===== src/rtl/nios2os_avalon_st_pkg.sv =====
// ---------------------------------------------------------------------------
// nios2os_avalon_st_pkg
// Shared definitions for the two-input Avalon-ST packet arbiter:
//   - default stream widths (data, empty, per-input error)
//   - arbiter FSM state encoding
//   - saturating add used by the stray-beat drop counter
// ---------------------------------------------------------------------------
package nios2os_avalon_st_pkg;

  localparam int DEF_DATA_W  = 32;
  localparam int DEF_EMPTY_W = 2;
  localparam int DEF_ERR_W   = 6;
  localparam int DROP_W      = 16;

  typedef enum logic [1:0] {
    ST_IDLE   = 2'd0,
    ST_GRANT0 = 2'd1,
    ST_GRANT1 = 2'd2
  } arb_state_e;

  // Adds 0..2 to a counter, clamping at all-ones instead of wrapping.
  function automatic logic [DROP_W-1:0] sat_add_drop(input logic [DROP_W-1:0] cnt,
                                                     input logic [1:0]        inc);
    logic [DROP_W:0] sum;
    sum = {1'b0, cnt} + {{(DROP_W-1){1'b0}}, inc};
    return sum[DROP_W] ? {DROP_W{1'b1}} : sum[DROP_W-1:0];
  endfunction

endpackage


===== src/rtl/nios2os_avalon_st_out_stage.sv =====
// ---------------------------------------------------------------------------
// nios2os_avalon_st_out_stage
// One-entry valid/ready pipeline register. Accepts a beat whenever it is
// empty or being drained in the same cycle, so it sustains one beat per
// cycle while out_ready is high. A stalled beat is held unchanged.
// Ports:
//   clk, reset            clock, asynchronous active-high reset
//   in_valid/in_ready     upstream handshake, in_beat payload (W bits)
//   out_valid/out_ready   downstream handshake, out_beat payload (W bits)
// ---------------------------------------------------------------------------
module nios2os_avalon_st_out_stage #(
  parameter int W = 8
) (
  input  logic         clk,
  input  logic         reset,
  input  logic         in_valid,
  output logic         in_ready,
  input  logic [W-1:0] in_beat,
  output logic         out_valid,
  input  logic         out_ready,
  output logic [W-1:0] out_beat
);

  logic         valid_q, valid_d;
  logic [W-1:0] beat_q,  beat_d;

  assign in_ready  = !valid_q || out_ready;
  assign out_valid = valid_q;
  assign out_beat  = beat_q;

  // NOTE: every variable gets a default at the top of the block so no path
  // leaves it unassigned; that is what keeps this combinational (no latch).
  always_comb begin
    valid_d = valid_q;
    beat_d  = beat_q;
    if (in_valid && in_ready) begin
      valid_d = 1'b1;
      beat_d  = in_beat;
    end else if (out_ready) begin
      valid_d = 1'b0;
    end
  end

  // NOTE: the payload register is reset along with valid because the
  // visible out_* fields must read zero while and after reset.
  always_ff @(posedge clk or posedge reset) begin
    if (reset) begin
      valid_q <= 1'b0;
      beat_q  <= '0;
    end else begin
      // NOTE: non-blocking assignments so every flop samples pre-edge values.
      valid_q <= valid_d;
      beat_q  <= beat_d;
    end
  end

endmodule


===== src/rtl/nios2os_avalon_st_packet_arbiter.sv =====
// ---------------------------------------------------------------------------
// nios2os_avalon_st_packet_arbiter
// Two-input Avalon-ST packet arbiter. A requester is granted on a
// start-of-packet beat and keeps the output until its end-of-packet beat is
// accepted; beats pass through a one-entry output register. Non-SOP beats
// that arrive while idle are discarded and counted.
// Ports:
//   clk, reset                       clock, asynchronous active-high reset
//   inN_valid/ready/data/error/
//   startofpacket/endofpacket/empty  Avalon-ST sink N (N = 0, 1)
//   out_ready, out_valid/data/startofpacket/endofpacket/empty/error
//                                    registered Avalon-ST source
//   out_channel                      requester index owning the output beat
//   drop_count                       saturating count of discarded beats
// ---------------------------------------------------------------------------
module nios2os_avalon_st_packet_arbiter
  import nios2os_avalon_st_pkg::*;
#(
  parameter int DATA_W  = DEF_DATA_W,
  parameter int EMPTY_W = DEF_EMPTY_W,
  parameter int ERR_W   = DEF_ERR_W
) (
  input  logic               clk,
  input  logic               reset,
  input  logic               in0_valid,
  output logic               in0_ready,
  input  logic [DATA_W-1:0]  in0_data,
  input  logic [ERR_W-1:0]   in0_error,
  input  logic               in0_startofpacket,
  input  logic               in0_endofpacket,
  input  logic [EMPTY_W-1:0] in0_empty,
  input  logic               in1_valid,
  output logic               in1_ready,
  input  logic [DATA_W-1:0]  in1_data,
  input  logic [ERR_W-1:0]   in1_error,
  input  logic               in1_startofpacket,
  input  logic               in1_endofpacket,
  input  logic [EMPTY_W-1:0] in1_empty,
  input  logic               out_ready,
  output logic               out_valid,
  output logic [DATA_W-1:0]  out_data,
  output logic               out_startofpacket,
  output logic               out_endofpacket,
  output logic [EMPTY_W-1:0] out_empty,
  output logic               out_error,
  output logic               out_channel,
  output logic [15:0]        drop_count
);

  // Payload: data, sop, eop, empty, error (reduced), channel.
  localparam int BEAT_W = DATA_W + EMPTY_W + 4;

  arb_state_e          state_q, state_d;
  logic                last_grant_q, last_grant_d;  // winner of last contested grant
  logic [DROP_W-1:0]   drop_count_q, drop_count_d;

  logic                rdy0, rdy1, push, sel, stage_ready;
  logic                req0, req1;
  logic [1:0]          drop_inc;
  logic [BEAT_W-1:0]   beat_in, beat_out;

  assign req0 = in0_valid && in0_startofpacket;
  assign req1 = in1_valid && in1_startofpacket;

  always_comb begin
    state_d      = state_q;
    last_grant_d = last_grant_q;
    rdy0         = 1'b0;
    rdy1         = 1'b0;
    push         = 1'b0;
    sel          = 1'b0;
    drop_inc     = 2'd0;
    unique case (state_q)
      ST_IDLE: begin
        // SOP beats wait here to be taken in the grant state; anything else
        // is stray and is swallowed.
        rdy0     = !in0_startofpacket;
        rdy1     = !in1_startofpacket;
        drop_inc = 2'(in0_valid && !in0_startofpacket)
                 + 2'(in1_valid && !in1_startofpacket);
        if (req0 && req1) begin
          // Alternate between contested starts; reset favours port 0.
          state_d      = last_grant_q ? ST_GRANT0 : ST_GRANT1;
          last_grant_d = !last_grant_q;
        end else if (req0) begin
          state_d = ST_GRANT0;
        end else if (req1) begin
          state_d = ST_GRANT1;
        end
      end
      ST_GRANT0: begin
        rdy0 = stage_ready;
        push = in0_valid && stage_ready;
        if (push && in0_endofpacket) state_d = ST_IDLE;
      end
      ST_GRANT1: begin
        rdy1 = stage_ready;
        push = in1_valid && stage_ready;
        sel  = 1'b1;
        if (push && in1_endofpacket) state_d = ST_IDLE;
      end
      default: state_d = ST_IDLE;
    endcase
    drop_count_d = sat_add_drop(drop_count_q, drop_inc);
  end

  // Readies are forced low for the whole time reset is asserted.
  assign in0_ready = rdy0 && !reset;
  assign in1_ready = rdy1 && !reset;

  assign beat_in = sel
    ? {in1_data, in1_startofpacket, in1_endofpacket, in1_empty, |in1_error, 1'b1}
    : {in0_data, in0_startofpacket, in0_endofpacket, in0_empty, |in0_error, 1'b0};

  always_ff @(posedge clk or posedge reset) begin
    if (reset) begin
      state_q      <= ST_IDLE;
      last_grant_q <= 1'b1;
      drop_count_q <= '0;
    end else begin
      state_q      <= state_d;
      last_grant_q <= last_grant_d;
      drop_count_q <= drop_count_d;
    end
  end

  nios2os_avalon_st_out_stage #(.W(BEAT_W)) u_out_stage (
    .clk      (clk),
    .reset    (reset),
    .in_valid (push),
    .in_ready (stage_ready),
    .in_beat  (beat_in),
    .out_valid(out_valid),
    .out_ready(out_ready),
    .out_beat (beat_out)
  );

  assign {out_data, out_startofpacket, out_endofpacket, out_empty,
          out_error, out_channel} = beat_out;
  assign drop_count = drop_count_q;

endmodule

===== config.mk =====
export PLATFORM = sky130hd
export DESIGN_NAME = nios2os_avalon_st_packet_arbiter
export DESIGN_NICKNAME = d
export VERILOG_FILES = /design/src/rtl/nios2os_avalon_st_pkg.sv /design/src/rtl/nios2os_avalon_st_out_stage.sv /design/src/rtl/nios2os_avalon_st_packet_arbiter.sv
export SDC_FILE = /design/constraint.sdc
export NUM_CORES = 1
export LEC_CHECK = 0
export CAP_MARGIN = 20
export CORE_MARGIN = 10
export CORE_UTILIZATION = 43
export CTS_BUF_LIST = sky130_fd_sc_hd__clkbuf_4
export CTS_CLUSTER_DIAMETER = 100
export CTS_CLUSTER_SIZE = 8
export DETAILED_ROUTE_END_ITERATION = 7
export PLACE_DENSITY = 0.87
export SLEW_MARGIN = 20
export SYNTH_ARGS = -nofsm -noshare
export SYNTH_HDL_FRONTEND = slang
export SYNTH_HIERARCHICAL = 1
export SYNTH_SLANG_ARGS = --single-unit

===== constraint.sdc =====
create_clock -name clk -period 2.8 [get_ports clk]
set_input_delay 0.84 -clock clk [delete_from_list [all_inputs] [get_ports clk]]
set_output_delay 0.84 -clock clk [all_outputs]
set_load 0.02 [all_outputs]

==> results of run 1 <==
==> power by group through the flow <==
| stage | clock network, uW | logic [uW] | registers, uW |
|---|---|---|---|
| after global placement | 0 | 2710 | 1420 |
| final | 678 | 2750 | 1430 |
| after floorplan | 0 | 1290 | 1820 |
| after CTS | 699 | 2780 | 1430 |
| after global routing | 734 | 2930 | 1480 |
| after detailed placement | 0 | 2780 | 1450 |
==> final cells by class <==
type                            instances  area [um2]
Inverter                                9        33.8
Multi-Input combinational cell        177        1640
Tap cell                               99         124
Clock buffer                           10        75.1
Sequential cell                        58        1450
Fill cell                             543        2250
Timing Repair Buffer                  160        1560
Antenna cell                            1        2.50
Clock inverter                          6        81.3
==> cells in the final DEF (no fill, tap or decap), types with 2 or more instances in the layout <==
cell and instances:
nor3b_1 2, inv_1 8, buf_4 13, a21oi_1 7, ha_1 4, nand2_1 18
o21bai_1 2, mux2_2 54, buf_2 3, nor2b_1 2, and3_1 4, a22oi_1 2
nor3_1 2, nand2b_1 4, nor4_1 2, ha_2 2, o22a_1 2, xnor2_1 3
mux2_4 21, nand3_1 6, o21a_1 3, a31oi_1 6, mux2i_1 2, clkdlybuf4s50_1 139
dfrtp_1 57, clkbuf_4 10, clkinv_2 2, nor2_1 7, nand3b_1 3, bufinv_16 2
==> cell families (layout without fill, tap and decap cells) <==
kind of cell,count (synthesis),count (layout)
AO/OA/AOI/OAI,25,25
XOR/XNOR,4,4
adder cells (fa/ha/maj),7,7
buffers and inverters,18,185
flip-flops,58,58
multiplexers,77,77
other,0,1
AND/OR/NAND/NOR,64,64
==> stage by stage <==
stage                     hold slack (ns)  power, uW  area [um2]  std cells  setup slack, ns
after global routing                0.525       5140        4960        520           0.0370
after CTS                           0.513       4910        4960        519          0.00141
after floorplan                     0.469       3110        3180        253           -0.126
after global placement              0.478       4130        4810        503           -0.487
after detailed placement            0.492       4230        4810        503           -0.555
final                               0.508       4860        4960        520           0.0817
==> timing repair <==
action                     4_1_cts  5_1_grt
pin swaps                        3        2
setup buffers                    0        0
cloned                           0        0
setup endpoints to repair       16       13
gates resized for setup         21        3
==> registers in the layout (all words and copies together), names as in the netlist <==
register               count
state_q                    2
drop_count                16
u_out_stage/out_valid      1
u_out_stage/out_beat      38
last_grant_q               1
==> per-layer routing <==
layer	wire length, um	GRT usage	vias to the layer above
li1	-	-	1234
met1	3610	0.175	1286
met2	5040	0.297	86
met3	549	0.0463	17
met4	243	0.0841	0
met5	0	0	-
==> final timing paths <==
| path | startpoint | to | slack (ns) | cells past startpoint |
|---|---|---|---|---|
| hold reg to reg | last_grant_q | last_grant_q | 0.51 | 1 |
| max in group asynchronous | reset | drop_count[13] | 1.20 | 3 |
| hold / removal | last_grant_q | last_grant_q | 0.51 | 1 |
| setup reg to reg | state_q[1] | drop_count[12] | 0.22 | 10 |
| min in group asynchronous | reset | u_out_stage/out_beat[16] | 0.97 | 4 |
| setup / recovery | out_ready | in1_ready | 0.08 | 5 |
==> results.txt, run 1 <==
status: completed
H-tree levels: 3
global-route wire length before repair: 15000 um
Tot GR Track Use: 0.166
Internal: 3070 uW
clock network power share: 0.140
CTS tree: done
Crit-path slowest cell: clkdlybuf4s50_1
wire per inst: 18.2 um
core region area: 7210 um2
YS warnings: 6
min Tclk post-route: 2.72 ns
proportion of synthesized area in mux cells: 0.298
Sw Ratio: 0.368
Worst EP arrival: 1.88 ns
sequential share of the synthesized area: 0.459
Residual DRC: 0
final setup fails: 0
delay-heaviest family, CP: buffers and inverters
clk_lat worst skew: 0.40 ns
compound-gate portion of the synthesized area: 0.0525
post-synth top area cell: dfrtp_1
max frequency: 0.368 GHz
max cap viols: 0
Synth Area in Adders: 0.0300
Post-Syn Nets: 349
Root Buffer: clkbuf_4
CTS Hold Bufs: 0
crit path buf inv count: 2
number of distinct library cells after synthesis: 45
worst slew pin tran: 0.751 ns
Slew headroom: 0.499
Pre-antenna DRT Iters: 4
simple logic cell fraction of the synthesized area: 0.118
Vias: 2623
Area Overhead vs Synth: 56.7%
critical path cell sequence: clkdlybuf4s50_1, nand2b_4, nand2_1, a21oi_1, buf_2
Setup CP Type: input port to output port
final hold vios: 0
LEAKAGE: 0.00217 uW
Initial Util: 0.439
Setup TNS: 0 ns
Syn Inst Count: 253
total clock sinks: 58
CTS Buffer Depth: 2
fraction of layout cells with a size suffix above 1: 0.295
Die Wd: 106 um
initial antenna violation count: 1
Routability Congestion: 0.854
Site Rows: 31
count leader, synth: dfrtp_1
Die Y: 106 um
WL final: 9450 um
FFs w/ async S/R, synth: 1.00
Top FF cell, synth: dfrtp_1
CP Launch Type: input port
nets@finish: 511
Clock Skews: 0.0234 ns
share of the core filled with cells: 0.688
Switching Power: 1790 uW
Synth area leaders: dfrtp_1 (45%), mux2_2 (19%), mux2_4 (10%)
crit end category: output port
number of synthesized flops with an enable pin: 0
drt via density: 5.04
worst-path fanout max: 3
main combinational cell family by area after synthesis: multiplexers
# IOs: 146
Buffers on Ports: 145
grt ovf: 0
Reg power frac: 0.295
CP max stage delay: 0.46 ns
Syn Area/Cell: 12.5 um2
maximum vdd drop: 0.563 mV
Yosys reg bits: 58
Synth top area share: 0.450
Final Cycle Share: 0.971
CTS clock-pin slew for the worst setup and hold paths: 0.09 ns
commonest cells in the netlist: dfrtp_1 (57), mux2_2 (54), mux2_4 (21)
die area: 11200 um2
worst min path class: flop to flop
RSZ-0062 raised after global routing: no
vias in the first global route: 2892
Worst Path Required: 1.96 ns
Antenna Violating Nets Remaining: 0
cell area power density: 979 nW/um2
fin. max-slew vios: 0
largest net degree at the start of global routing: 42
CTS Buf Count: 9
1st-iter DRT viols: 123
HPWL after DPL: 7630 um
Combinational Power Share: 0.565
Synth Cell Area: 3170 um2
Synth Area in XOR/XNOR: 0.0111
No activity file was read; power rests on OpenSTA's default activity.
==> run 2: changes to the inputs <==
CORE_UTILIZATION = 41   (was 43)
PLACE_DENSITY = 0.86   (was 0.87)
REMOVE_ABC_BUFFERS = 1   (was default)
SYNTH_HIERARCHICAL = default   (was 1)
==> run 2 against run 1 <==
  * Total power decreased by 9.9%
  * Fmax decreased by 2.8%
  * First-iteration DRC count decreased by 69%
  * Sequential share of layout area increased by 0.92 points
  * Die area decreased by 3.6%
  * Clock-buffer cell count decreased by 1
==> results.txt, run 2 <==
CTS tree: done
Site Rows: 30 (-3.2%)
FFs w/ async S/R, synth: 1.00 (unchanged)
total clock sinks: 58 (unchanged)
Synth Cell Area: 2890 um2 (-8.8%)
placed instance area: 4590 um2 (-4.6%)
diodes inserted: 0 (-1)
CTS Buf Count: 9 (unchanged)
Cells after DPL: 535 (+6.4%)
max cap viols: 0 (unchanged)
worst slew pin tran: 0.659 ns (-0.0922 ns)
reg-to-reg startpoint: state_q[1]
wire per inst: 16.7 um (-7.9%)
CTS Hold Bufs: 0 (unchanged)
Initial Util: 0.423 (-0.0164)
delay-heaviest family, CP: simple AND/OR/NAND/NOR gates
Buffers on Ports: 145 (unchanged)
hold wc startpoint: u_out_stage.out_beat[25]
Final Cycle Share: 0.998 (+0.0276)
min Tclk post-route: 2.80 ns (+0.0773 ns)
Synth area leaders: dfrtp_1 (49%), mux2i_1 (13%), nand2_1 (7.3%)
Tot GR Track Use: 0.170 (+0.00414)
worst min path class: flop to flop
final std cells w/o fill: 555 (+6.7%)
critical path cell sequence: buf_6, nor2b_4, ha_4, and2_4, ha_4, inv_2, fa_2, nand4b_4, or3_4, or3_4, or2b_1
CP max stage delay: 0.42 ns (-0.04 ns)
H-tree levels: 3 (unchanged)
Syn Area/Cell: 10.1 um2 (-20%)
final hold slack: 0.486 ns (-0.0217 ns)
Routability Congestion: 0.877 (+2.7%)
nets@finish: 550 (+7.6%)
final setup margin: 0.00437 ns (-0.0773 ns)
sequential share of the synthesized area: 0.503 (+0.0445)
Slew headroom: 0.561 (+0.0620)
CP Launch Point: in1_valid
YS warnings: 0 (-6)
Setup CP Type: input port to flop
Pre-antenna DRT Iters: 4 (unchanged)
cell area power density: 910 nW/um2 (-7.1%)
Vias: 2744 (+4.6%)
global-route wire length before repair: 15000 um (-0.13%)
CTS Buffer Depth: 2 (unchanged)
Worst EP arrival: 3.15 ns (+1.27 ns)
1st-iter DRT viols: 38 (-69%)
post-synth top area cell: dfrtp_1
final setup fails: 0 (unchanged)
final hold vios: 0 (unchanged)
Root Buffer: clkbuf_4
CP Launch Type: input port
vias in the first global route: 2933 (+1.4%)
most frequent cells in the layout: clkdlybuf4s50_1 (139), dfrtp_1 (57), nand2_1 (56), mux2i_1 (38), o21ai_0 (38)
RSZ-0062 raised after global routing: yes
maximum vdd drop: 0.465 mV (-17%)
count leader, synth: dfrtp_1
Crit-path slowest cell: or3_4
Synth top area share: 0.494 (+0.0437)
Yosys reg bits: 58 (unchanged)
commonest non-fill, non-tap cell in the layout: clkdlybuf4s50_1
commonest cells in the netlist: dfrtp_1 (57), nand2_1 (56), mux2i_1 (38), o21ai_0 (38), clkbuf_1 (11)
# IOs: 146 (unchanged)
largest net degree at the start of global routing: 59 (+40%)
die area: 10800 um2 (-3.6%)
Syn Inst Count: 287 (+13%)
initial antenna violation count: 0 (-1)
clk_lat worst skew: 0.40 ns (about the same)
Die Wd: 104 um (-1.8%)
WL final: 9280 um (-1.7%)
Residual DRC: 0 (unchanged)
number of synthesized flops with an enable pin: 0 (unchanged)
Area Overhead vs Synth: 66.6%
dpl ws: -0.949 ns (-0.395 ns)
Clock Skews: 0.00989 ns (-0.0135 ns)
Finished Cell Area: 4810 um2 (-3.1%)
Antenna Violating Nets Remaining: 0 (unchanged)
drt via density: 4.94 (-2.0%)
Top FF cell, synth: dfrtp_1
crit end category: flop
share of the core filled with cells: 0.704 (+0.0164)
fin. max-slew vios: 0 (unchanged)
worst-path fanout max: 7 (+4)
crit path buf inv count: 2 (unchanged)
fraction of layout cells with a size suffix above 1: 0.137 (-0.158)
Die Y: 104 um (-1.8%)
core region area: 6830 um2 (-5.3%)
LEAKAGE: 0.00218 uW (+0.24%)
Worst Path Required: 3.15 ns (+1.19 ns)
status: completed
number of distinct library cells after synthesis: 39 (-13%)
CTS clock-pin slew for the worst setup and hold paths: 0.10 ns (about the same)
max reg flops: 38 (unchanged)
max frequency: 0.358 GHz (-2.8%)
HPWL after DPL: 7040 um (-7.7%)
grt ovf: 0 (unchanged)
-- run 2: logic make-up after synthesis --
group           count (synthesis)  share of synthesized area
buf+inv                        23                     0.0334
mux                            40                      0.140
flops                          58                      0.503
xor+xnor                       11                     0.0334
compound gates                 53                      0.102
fa+ha+maj                       7                     0.0329
simple gates                   95                      0.156
-- run 2: routing by layer --
metal	track usage	wire length [um]
met1	0.174	3430
met2	0.295	4750
met3	0.0855	963
met4	0.0567	142
met5	0	0
-- run 2: worst register-to-register path, delay by kind of cell (launching register included) --
kind / cells / cell delay (ns)
buffers and inverters: 2 / 0.14
adders and majority gates: 3 / 0.66
DFF: 1 / 0.39
and+or+nand+nor: 5 / 1.36
-- run 2: worst paths after layout --
kind                                                 end  slack (ns)  cells past startpoint
worst max-delay path                       drop_count[0]       0.004                     11
worst min-delay path            u_out_stage.out_beat[25]        0.49                      2
worst max register to register             drop_count[0]        0.21                     10
worst min register to register  u_out_stage.out_beat[25]        0.49                      2
max in group asynchronous                   last_grant_q        1.53                      4
min in group asynchronous       u_out_stage.out_beat[14]        0.96                      4
-- run 2: what timing repair did --
action / CTS / global route
gates resized for setup: 25 / 14
endpoints found under the setup margin: 18 / 17
pin swaps: 5 / 4
cloned: 1 / 0
buffers inserted: 1 / 2
-- run 2: report_power, final --
group | switching (uW) | leakage, uW | total (uW) | internal [uW]
logic | 1250 | 0.00137 | 2420 | 1170
registers | 222 | 0.000743 | 1380 | 1160
clock network | 311 | 0.0000706 | 573 | 261
total | 1780 | 0.00218 | 4380 | 2590
-- run 2: per-stage QoR --
stage	total power (uW)	setup TNS, ns
6_report	4380	0
3_3_place_gp	3700	-13.38
2_1_floorplan	2670	-46.44
4_1_cts	4390	0
3_5_place_dp	3790	-14.37
5_1_grt	4680	-0.0397
-- run 2: layout make-up --
cell class / instances / area (um2)
flip-flops and latches: 58 / 1450
fillers: 514 / 2020
multi-input cells: 207 / 1440
repair buffers: 169 / 1640
well taps: 96 / 120
clock buffers: 9 / 67.6
clock inverters: 7 / 60.1
inverters: 9 / 33.8
